$ cat src/rtl/mult_pkg.sv
// rtl/mult_pkg.sv - shared types and Baugh-Wooley helpers for the pipelined array multiplier
package mult_pkg;

    localparam int MAX_W = 16;

    localparam logic MODE_UNSIGNED = 1'b0;
    localparam logic MODE_SIGNED   = 1'b1;

    // Payload carried by every pipeline stage; fields are sized for the
    // widest legal operand and narrower instances leave the top bits zero.
    typedef struct packed {
        logic               valid;
        logic               mode;
        logic [MAX_W-1:0]   a;
        logic [MAX_W-1:0]   b;
        logic [2*MAX_W-1:0] sum;
    } stage_payload_t;

    // Partial-product row idx, already shifted into place. In signed mode the
    // cross terms involving exactly one operand MSB are inverted (Baugh-Wooley).
    function automatic logic [2*MAX_W-1:0] pp_row(
        input logic [MAX_W-1:0] a,
        input logic             b_bit,
        input int               idx,
        input logic             mode,
        input int               width
    );
        logic [2*MAX_W-1:0] row;
        row = '0;
        for (int j = 0; j < MAX_W; j++) begin
            if (j < width) begin
                row[j] = a[j] & b_bit;
                if (mode == MODE_SIGNED && ((idx == width - 1) != (j == width - 1))) begin
                    row[j] = ~row[j];
                end
            end
        end
        return row << idx;
    endfunction

    // Correction constant 2^width + 2^(2*width-1) that completes the signed product.
    function automatic logic [2*MAX_W-1:0] bw_const(input int width);
        logic [2*MAX_W:0] c;
        c = (33'd1 << width) + (33'd1 << (2 * width - 1));
        return c[2*MAX_W-1:0];
    endfunction

    // Mask that truncates the running sum to 2*width bits.
    function automatic logic [2*MAX_W-1:0] sum_mask(input int width);
        logic [2*MAX_W:0] m;
        m = (33'd1 << (2 * width)) - 33'd1;
        return m[2*MAX_W-1:0];
    endfunction

endpackage

$ cat src/rtl/mult_pp_stage.sv
// rtl/mult_pp_stage.sv - combinational adder of ROWS partial-product rows for one pipeline stage
module mult_pp_stage
    import mult_pkg::*;
#(
    parameter int WIDTH     = 8,
    parameter int ROWS      = 2,
    parameter int STAGE_IDX = 0
) (
    input  stage_payload_t pin,
    output stage_payload_t pout
);

    // Add this stage's rows (plus the signed correction constant in stage 0).
    always_comb begin
        logic [2*MAX_W-1:0] acc;
        logic               b_bit;
        pout  = pin;
        acc   = pin.sum;
        b_bit = 1'b0;
        if (STAGE_IDX == 0 && pin.mode == MODE_SIGNED) begin
            acc = acc + bw_const(WIDTH);
        end
        for (int r = 0; r < ROWS; r++) begin
            b_bit = |(pin.b & (16'd1 << (STAGE_IDX * ROWS + r)));
            acc   = acc + pp_row(pin.a, b_bit, STAGE_IDX * ROWS + r, pin.mode, WIDTH);
        end
        pout.sum = acc & sum_mask(WIDTH);
    end

endmodule

$ cat src/rtl/pipelined_array_multiplier.sv
// rtl/pipelined_array_multiplier.sv - pipelined WIDTHxWIDTH signed/unsigned multiplier with valid/ready
module pipelined_array_multiplier
    import mult_pkg::*;
#(
    parameter int WIDTH  = 8,
    parameter int STAGES = 4
) (
    input  logic                 clk,
    input  logic                 rst_n,
    input  logic                 in_valid,
    output logic                 in_ready,
    input  logic [WIDTH-1:0]     a,
    input  logic [WIDTH-1:0]     b,
    input  logic                 signed_mode,
    output logic                 out_valid,
    input  logic                 out_ready,
    output logic [2*WIDTH-1:0]   p,
    output logic                 busy
);

    localparam int ROWS = WIDTH / STAGES;

    stage_payload_t             stage_q [STAGES];
    stage_payload_t             stage_d [STAGES];
    stage_payload_t             in_beat;
    logic                       out_valid_q;
    logic [2*WIDTH-1:0]         p_q;
    logic                       stall;

    // A held product blocks the whole pipe; in_ready never looks at in_valid.
    assign stall     = out_valid_q && !out_ready;
    assign in_ready  = !stall;
    assign out_valid = out_valid_q;
    assign p         = p_q;

    // Zero-extend the operands into the shared payload layout; sum starts at 0.
    always_comb begin
        in_beat              = '0;
        in_beat.valid        = in_valid;
        in_beat.mode         = signed_mode;
        in_beat.a[WIDTH-1:0] = a;
        in_beat.b[WIDTH-1:0] = b;
    end

    generate
        for (genvar k = 0; k < STAGES; k++) begin : g_stage
            mult_pp_stage #(
                .WIDTH     (WIDTH),
                .ROWS      (ROWS),
                .STAGE_IDX (k)
            ) u_stage (
                .pin  (stage_q[k]),
                .pout (stage_d[k])
            );
        end
    endgenerate

    // Stage registers and output register advance together unless stalled.
    always_ff @(posedge clk or negedge rst_n) begin
        if (!rst_n) begin
            for (int k = 0; k < STAGES; k++) begin
                stage_q[k] <= '0;
            end
            out_valid_q <= 1'b0;
            p_q         <= '0;
        end else if (!stall) begin
            stage_q[0] <= in_beat;
            for (int k = 1; k < STAGES; k++) begin
                stage_q[k] <= stage_d[k-1];
            end
            out_valid_q <= stage_d[STAGES-1].valid;
            if (stage_d[STAGES-1].valid) begin
                p_q <= stage_d[STAGES-1].sum[2*WIDTH-1:0];
            end
        end
    end

    // busy covers the stage registers only, not the output register.
    always_comb begin
        busy = 1'b0;
        for (int k = 0; k < STAGES; k++) begin
            busy = busy | stage_q[k].valid;
        end
    end

endmodule

$ cat config.mk
export PLATFORM = sky130hd
export DESIGN_NAME = pipelined_array_multiplier
export DESIGN_NICKNAME = d
export VERILOG_FILES = /design/src/rtl/mult_pkg.sv /design/src/rtl/mult_pp_stage.sv /design/src/rtl/pipelined_array_multiplier.sv
export SDC_FILE = /design/constraint.sdc
export NUM_CORES = 1
export LEC_CHECK = 0
export CAP_MARGIN = 20
export CORE_MARGIN = 1.5
export CORE_UTILIZATION = 25
export DETAILED_ROUTE_END_ITERATION = 10
export SYNTH_ARGS = -nofsm -noshare
export SYNTH_HDL_FRONTEND = slang
export SYNTH_SLANG_ARGS = --single-unit
export TNS_END_PERCENT = 50
$ cat constraint.sdc
create_clock -name clk -period 4.9 [get_ports clk]
set_clock_uncertainty 0.1 [all_clocks]
set_input_delay 0.98 -clock clk [delete_from_list [all_inputs] [get_ports clk]]
set_output_delay 0.98 -clock clk [all_outputs]
set_load 0.05 [all_outputs]
# After elaboration in Yosys (flattened, before gate mapping)
# Cells that the tools add are included.
# totals
ff_bits,137
latchBits,0
mem_bits_rw,0
rom_bits,0
wordCells,130
memories,0
# op_classes
n_addsub,8
n_mul,0
div,0
n_lt_le_gt_ge,0
n_eq_ne,0
shifts,0
mux,15
bitwise,82
reduce_logical,4
# ops
op,count
1-bit bitwise AND,64
16-bit by 10-bit adder with 16-bit output,1
16-bit by 11-bit adder with 16-bit output,1
16-bit by 12-bit adder with 16-bit output,1
16-bit by 13-bit adder with 16-bit output,1
16-bit by 14-bit adder with 16-bit output,1
16-bit by 15-bit adder with 16-bit output,1
16-bit by 8-bit adder with 16-bit output,1
16-bit by 9-bit adder with 16-bit output,1
16-bit 2-to-1 mux,1
1-bit NOT,15
1-bit 2-to-1 mux,14
1-bit OR,3
1-bit zero test,2
2-bit AND reduction,1
1-bit logical AND,1

# Longest topological paths before layout
# Gate-level depths: netlist of the first run.
# depth
word_depth,5
depth_mapped,12
ltp_nobuf,11

# By module
# A second synthesis of the first run with hierarchy kept.
# unflattened
cells_unflattened,1560
hier_area_um2,13616.8
# by_module_without_submodules
module,n_inst,cells_each,area_per_inst_um2
pipelined_array_multiplier,1,952,8846.0
mult_pp_stage at g_stage[0].u_stage,1,172,1323.8
mult_pp_stage at g_stage[1].u_stage,1,154,1222.4
mult_pp_stage at g_stage[2].u_stage,1,144,1114.8
mult_pp_stage at g_stage[3].u_stage,1,138,1109.8

# Least setup slack after synthesis of the first run
# OpenSTA, ideal clock, no wires.
# synth_path
path_type,register to register
from,register stage_q[39] (netlist bit)
to,register p_q[15] (netlist: p[15])
setup_time_ns,0.123
t_arrival_ns,2.706
slack_ns,1.971
stages_incl_launch_ff,13
n_path_buf,1
synth_period_minus_slack_ns,2.929
cell_sequence,dfrtp_1 -> clkbuf_1 -> nand2_1 -> xor2_1 -> fa_1 -> inv_1 -> ha_1 -> fa_1 -> a211oi_1 -> o21bai_1 -> a31oi_1 -> xor2_1 -> o21ai_1
# synth_via
elab_chain_len,4
# synth_lines
item,line,rtl
from (decl),pipelined_array_multiplier.sv:23,stage_payload_t stage_q [STAGES];
"from (signal, indexed assignment)",pipelined_array_multiplier.sv:69,stage_q[k] <= stage_d[k-1];
1-bit bitwise AND,mult_pkg.sv:32,row[j] = a[j] & b_bit;
1-bit NOT,mult_pkg.sv:34,row[j] = ~row[j];
1-bit 2-to-1 mux,mult_pkg.sv:33,if (mode == MODE_SIGNED && ((idx == width - 1) != (j == width - 1))) begin
16-bit by 15-bit adder with 16-bit output (*),mult_pp_stage.sv:25,"acc = acc + pp_row(pin.a, b_bit, STAGE_IDX * ROWS + r, pin.mode, WIDTH);"
to (signal assigned),pipelined_array_multiplier.sv:73,p_q <= stage_d[STAGES-1].sum[2*WIDTH-1:0];
to (decl),pipelined_array_multiplier.sv:27,logic [2*WIDTH-1:0] p_q;
# Every way passes the cells marked *; elsewhere a longest branch is shown, timed or not.
# A chain may end at the register's enable or synchronous reset.

# Worst setup path after layout of the first run
# layout_path
from,register stage_q[197] (netlist bit)
to,output port busy
# layout_via
elab_chain_len,3
# layout_lines
item,line,rtl
1-bit OR (3 in series),pipelined_array_multiplier.sv:82,busy = busy | stage_q[k].valid;
to (decl),pipelined_array_multiplier.sv:18,output logic busy
# No other way between the ends.

==> results of run 1 <==
[stage by stage]
| step | std cells | utilization (%) | area (µm²) | setup WS (ns) |
|---|---|---|---|---|
| after floorplan | 695 | - | 6361 | 1.971 |
| after global placement | 1044 | 28.27 | 7099 | 1.792 |
| after detailed placement | 1044 | 28.27 | 7099 | 1.769 |
| after CTS | 1076 | 30.70 | 7707 | 1.757 |
| after global routing | 1076 | 30.70 | 7707 | 1.537 |
| final | 1076 | 30.70 | 7707 | 1.781 |
[state kept, by name, summed over array words and instances, names as in the netlist]
signal     flops
stage_q       96
p             16
out_valid      1
[Yosys cell counts]
cell,n
inv_2,1
mux2_2,3
nor2_1,10
a31oi_1,2
nand3_1,3
a211oi_1,8
a21o_1,6
o22ai_1,2
o21bai_1,3
nand3b_1,1
a22oi_1,1
a221oi_1,2
xnor2_1,14
a211o_1,1
ha_1,34
o21ai_1,9
xor2_1,17
or4_1,3
o22a_1,1
o31a_1,1
o21a_1,6
clkbuf_1,10
dfrtp_1,113
o311ai_2,1
o211ai_1,3
mux2_1,6
o22ai_2,1
nand2b_1,6
nor3b_1,4
o21ai_0,20
buf_2,13
fa_1,25
inv_1,24
a21oi_1,22
o21ai_2,1
nor2b_1,2
buf_4,2
nand2_1,267
or2_2,1
o21bai_2,1
and2_1,41
nor3_1,4
[worst reg2reg max path, stage by stage (launching register included)]
cell and delay, ns:
dfrtp_1 0.55, xor2_1 0.25, fa_1 0.50, inv_1 0.04, ha_1 0.22, fa_1 0.42, a211oi_1 0.34, o21bai_1 0.12
a31oi_1 0.19, xor2_1 0.16, o21ai_1 0.07
[metal layers]
| metal | GRT usage [%] | up-vias | part of all wire, % |
|---|---|---|---|
| met5 | 0 | - | 0 |
| met4 | 3.628 | 0 | 0.72 |
| met3 | 2.063 | 10 | 2.7 |
| met2 | 15.95 | 62 | 44 |
| met1 | 13.73 | 2109 | 52 |
| li1 | - | 2332 | - |
[logic make-up after synthesis]
group                    after synthesis  share of synthesized area, %
AO/OA/AOI/OAI                         91                         9.048
buffers and inverters                 50                         3.324
AND/OR/NAND/NOR                      342                         22.76
multiplexers                           9                         1.593
flip-flops                           113                         44.45
adder cells (fa/ha/maj)               59                         14.56
XOR/XNOR                              31                         4.268
[layout make-up]
| class | count | area [µm²] | share of cell area (%) |
|---|---|---|---|
| clock buffers | 18 | 429.2 | 5.568 |
| clock inverters | 14 | 178.9 | 2.321 |
| inverters | 25 | 93.84 | 1.218 |
| multi-input cells | 532 | 3329 | 43.20 |
| flip-flops and latches | 113 | 2828 | 36.69 |
| well taps | 330 | 412.9 | 5.357 |
| repair buffers | 44 | 435.4 | 5.649 |
[worst paths after layout]
| path | from | endpoint | cells after the start |
|---|---|---|---|
| max | stage_q[197]$_DFFE_PN0N_ | busy | 2 |
| min | stage_q[3]$_DFFE_PN0N_ | stage_q[3]$_DFFE_PN0N_ | 2 |
| max reg2reg | stage_q[64]$_DFFE_PN0N_ | p[15]$_DFFE_PN0P_ | 10 |
| min reg2reg | stage_q[3]$_DFFE_PN0N_ | stage_q[3]$_DFFE_PN0N_ | 2 |
| max in group asynchronous | rst_n | stage_q[134]$_DFFE_PN0N_ | 2 |
| min in group asynchronous | rst_n | p[12]$_DFFE_PN0P_ | 1 |
==> summary.txt, run 1 <==
Timing
  • RSZ-0062 raised after global routing: false
  • Setup-failing EPs final: 0
  • Final Hold Fails: 0
  • Fin crit period: about 3.1 ns
  • Worst-Margin Slew: between 0.9 and 1 ns
  • Total Neg Setup Slack: 0 ns
  • Slew margin rel.: a little over a third
  • Achievable Freq: 320.7 MHz
  • Min Hold Slack: ~0.36 ns
  • Tcrit/Tclk final: 63.64%
  • Final Max Tran Viols: 0

Floorplanning
  • Row cnt: 58
  • Die width: 162.5 µm
  • Die height: approximately 160 µm
  • Die footprint: approximately 0.026 mm²
  • Io pins: 40
  • CORE AREA: ~0.025 mm²
  • Initial Utilization: 25.33%

Detailed routing
  • DRT Pass-1 Iters: 4
  • Initial DRC Count: between 200 and 300
  • DRC: 0
  • Routed vias/inst: approximately 4.2
  • Via count: roughly 4,500
  • WL/cell: about 12 µm
  • Antenna violation net count after detailed routing: 0
  • Final wirelength: approximately 12,000 µm

GRT
  • Gr usage total: 10.12%
  • First-pass GRT wire length: between 20,000 and 25,000 µm
  • Grt ovf: 0
  • Largest net degree at the start of global routing: between 90 and 100
  • Number of global-route vias before repair: 4,533
  • Initial antenna violation count: 0

Logic synthesis
  • Yosys reg bits: approximately 110
  • Syn Inst Count: 695
  • Synth warnings: 0
  • Avg Cell Area, Syn: a little over 9 µm²
  • Cell accounting for the most synthesized area: dfrtp_1
  • Top cells by area, synth: dfrtp_1 (44%), nand2_1 (16%), fa_1 (7.9%)
  • Seq/Total Area, Yosys: approximately 44%
  • Post-synth top area share: about 44%
  • Post-Syn Area: 0.006361 mm²
  • Distinct cells, synth: between 40 and 50
  • Synth Net Count: 775

Cells and area
  • Diode count: 0
  • FILL cells: 2,675
  • Nets: approximately 810
  • Commonest non-fill, non-tap cells in the layout: nand2_1 (267), dfrtp_1 (113), and2_1 (41), clkdlybuf4s50_1 (37), ha_1 (34)
  • Fraction of layout cells with a size suffix above 1: under 10%
  • Most common cell after layout, fill and taps aside: nand2_1
  • Layout area overhead: 21.16%

Clock tree
  • Clock tree buffer depth: 2
  • Root Buffer: clkbuf_16
  • Total setup buffers inserted after CTS: 0
  • Worst-path clk slew: around 0.060 ns
  • Clk sinks: between 100 and 150
  • CTS Buf Count: 17
  • CTS tree: built
  • H-tree levels: 4
  • Worst skew pair latency: just over 0.4 ns
  • Post-cts repair resize count: 0
  • CTS Hold Bufs: 0

Critical path
  • Critical path cell sequence: or4_1 -> clkdlybuf4s50_1
  • Crit path required time: about 3.8 ns
  • Critical Path Source Type: flop
  • CP bufs+invs: 1
  • Worst-path maximum fanout: 3
  • Largest delay share family, worst path: buffers and inverters
  • Slowest stage delay, CP: around 0.71 ns
  • Critical path data arrival time: 2.04 ns
  • CP Capture Type: output pin
  • Flop2flop setup slack: 1.80 ns
  • Crit-path slowest cell: clkdlybuf4s50_1
  • Crit Path Class: reg2out

Placed design
  • Port Buf Inserts: 39
  • Gpl congestion: between 0.7 and 0.8
  • Post-DP HPWL: 8794 µm

Run
  • Max Cap Viol: 0

Run status
  • Status: finished, final reports clean

Min path
  • HP Class: reg2reg
Power of run 1 is not shown: default switching activity piles up to over one toggle a cycle in this logic, so the estimate is an artifact.
==> run 2: changes to the inputs <==
==> constraint.sdc (replaced) <==
create_clock -name clk -period 2.9 [get_ports clk]
set_clock_uncertainty 0.1 [all_clocks]
set_input_delay 0.58 -clock clk [delete_from_list [all_inputs] [get_ports clk]]
set_output_delay 0.58 -clock clk [all_outputs]
set_load 0.05 [all_outputs]
==> run 2 against run 1 <==
Against the previous run:
- sequential share of layout area shrank 0.62 points
- global-route usage grew 0.39 points
- design area grew 1.8%
- die area is the same
==> summary.txt, run 2 (synthesized netlist as in run 1, its figures left out) <==
Cells and area
  • Nets: 822 (was 813)
  • Fraction of layout cells with a size suffix above 1: 7.682% (was 6.434%)
  • Multi-input gate area: 0.003337 mm² (was 0.003329 mm²)
  • FILL cells: 2,676 (was 2,675)
  • Final core utilization: 31.24% (was 30.70%)
  • Most common cell after layout, fill and taps aside: nand2_1 (unchanged)
  • Final Non-Filler Cells: 1,085 (was 1,076)
  • Layout area overhead: 23.31% (was 21.16%)
  • Reg area: 0.002829 mm² (was 0.002828 mm²)
  • Commonest non-fill, non-tap cells in the layout: nand2_1 (267), dfrtp_1 (112), and2_1 (41), clkdlybuf4s50_1 (37), ha_1 (34) (was nand2_1 (267), dfrtp_1 (113), and2_1 (41), clkdlybuf4s50_1 (37), ha_1 (34))
  • Max reg flops: 96 (unchanged)
  • Largest reg by FF count: stage_q (unchanged)
  • Diode count: 0 (unchanged)

Clock tree
  • Total setup buffers inserted after CTS: 0 (unchanged)
  • CTS tree: built (unchanged)
  • Clk sinks: 113 (unchanged)
  • Worst-path clk slew: 0.05 ns (was 0.06 ns)
  • Worst skew pair latency: 0.41 ns (about the same)
  • CTS Buf Count: 17 (unchanged)
  • H-tree levels: 4 (unchanged)
  • Clock tree buffer depth: 2 (unchanged)
  • Root Buffer: clkbuf_16 (unchanged)

Run status
  • Status: finished, final reports clean (unchanged)

Placed design
  • Gpl congestion: 0.7849 (was 0.7920)
  • Cell Count Post-Placement: 1,052 (was 1,044)
  • Port Buf Inserts: 39 (unchanged)
  • Post-DP HPWL: 9069 µm (was 8794 µm)

Detailed routing
  • Initial DRC Count: 220 (was 262)
  • WL/cell: 11.75 µm (was 11.50 µm)
  • DRC: 0 (unchanged)
  • DRT Pass-1 Iters: 4 (unchanged)
  • Final wirelength: 12,750 µm (was 12,380 µm)
  • Via count: 4,541 (was 4,513)
  • Routed vias/inst: 4.185 (was 4.194)
  • Antenna violation net count after detailed routing: 0 (unchanged)

Timing
  • Final Hold Fails: 0 (unchanged)
  • Total Neg Setup Slack: 0 ns (unchanged)
  • Worst-Margin Slew: 0.5044 ns (was 0.9540 ns)
  • Fin crit period: 2.761 ns
  • Achievable Freq: around 360 MHz
  • Min Hold Slack: 0.3612 ns (was 0.3616 ns)
  • Final Max Tran Viols: 0 (unchanged)
  • Tcrit/Tclk final: between 90% and 100%
  • Setup-failing EPs final: 0 (unchanged)
  • Slew margin rel.: 66.27% (was 36.40%)
  • RSZ-0062 raised after global routing: false (unchanged)

Min path
  • HP Class: reg2reg (unchanged)

Critical path
  • Critical Path Source Type: flop (unchanged)
  • Crit-path slowest cell: fa_1 (was clkdlybuf4s50_1)
  • CP most frequent cell: xor2_1
  • Critical path cell sequence: buf_4 -> xor2_1 -> fa_1 -> inv_1 -> ha_1 -> a211o_1 -> o21bai_1 -> a31oi_1 -> xor2_1 -> o21ai_1 (was or4_1 -> clkdlybuf4s50_1)
  • Worst-path maximum fanout: 8 (was 3)
  • CP bufs+invs: 2 (was 1)
  • Crit path required time: 3.09 ns (was 3.82 ns)
  • Crit Path Class: reg2reg (was reg2out)
  • Slowest stage delay, CP: 0.50 ns (was 0.71 ns)
  • Critical path data arrival time: 2.96 ns (was 2.04 ns)
  • Largest delay share family, worst path: adder cells (was buffers and inverters)
  • CP Capture Type: flop (was output pin)

GRT
  • Initial antenna violation count: 0 (unchanged)
  • Grt ovf: 0 (unchanged)
  • Largest net degree at the start of global routing: 102 (was 97)
  • Number of global-route vias before repair: 4,599 (was 4,533)
  • First-pass GRT wire length: 22,230 µm (was 21,680 µm)
  • Gr usage total: 10.51% (was 10.12%)

Floorplanning
  • Die footprint: 0.02641 mm² (unchanged)
  • Die height: 162.5 µm (unchanged)
  • Io pins: 40 (unchanged)
  • Die width: 162.5 µm (unchanged)
  • CORE AREA: 0.02511 mm² (unchanged)
  • Row cnt: 58 (unchanged)
  • Initial Utilization: 25.33% (unchanged)

Run
  • Max Cap Viol: 0 (unchanged)
==> run 2: changes by cell type in the layout (fill, tap and decap cells not counted), sizes merged <==
cell / previous run / this run
inv: 31 / 25
clkbuf: 18 / 23
dlygate4sd3: 0 / 1
buf: 7 / 15
bufinv: 3 / 4
==> run 2: path summary, 6_finish.rpt <==
path / start / endpoint / slack, ns / cells after the start
setup / recovery: stage_q[64]$_DFFE_PN0N_ / p[15]$_DFFE_PN0P_ / 0.14 / 10
hold / removal: stage_q[2]$_DFFE_PN0N_ / stage_q[2]$_DFFE_PN0N_ / 0.36 / 2
setup reg to reg: stage_q[64]$_DFFE_PN0N_ / p[15]$_DFFE_PN0P_ / 0.14 / 10
hold reg to reg: stage_q[2]$_DFFE_PN0N_ / stage_q[2]$_DFFE_PN0N_ / 0.36 / 2
max in group asynchronous: rst_n / stage_q[1]$_DFFE_PN0N_ / 1.43 / 3
min in group asynchronous: rst_n / p[12]$_DFFE_PN0P_ / 0.52 / 2
==> run 2: layout make-up <==
cell class / count / share of cell area, %
inverter: 25 / 1.196
multi-input combinational: 532 / 42.54
tap: 330 / 5.264
clock inverter: 9 / 1.946
clock buffer: 23 / 6.221
timing repair buffer: 53 / 6.763
sequential: 113 / 36.07
==> run 2: repair_timing <==
item / CTS / global route
setup endpoints to repair: 0 / 4
hold buffers: 1 / 0
resized for setup: 0 / 3
hold endpoints to repair: 23 / 0
==> run 2: tightest hold or removal path, cell delays in order (launching register included) <==
cell and delay, ns:
dfrtp_1 0.34, nand2_1 0.05, nand2_1 0.05
==> run 2: per-stage QoR <==
stage          cell area (µm²)  setup WS [ns]
6_report                  7844         0.1390
5_1_grt                   7844       0.002039
2_1_floorplan             6362        0.03579
4_1_cts                   7835       0.003552
3_3_place_gp              7184        0.08320
3_5_place_dp              7184        0.01777
==> run 2: per-layer routing <==
metal  up-vias  global-route usage [%]  wire (µm)
met1      2134                   14.36       6356
met4         0                   2.502         91
met3         9                   3.056        395
met2        55                   16.34       5901
li1       2343                       -          -
met5         -                       0          0
Power of run 2 is left out for the same reason.
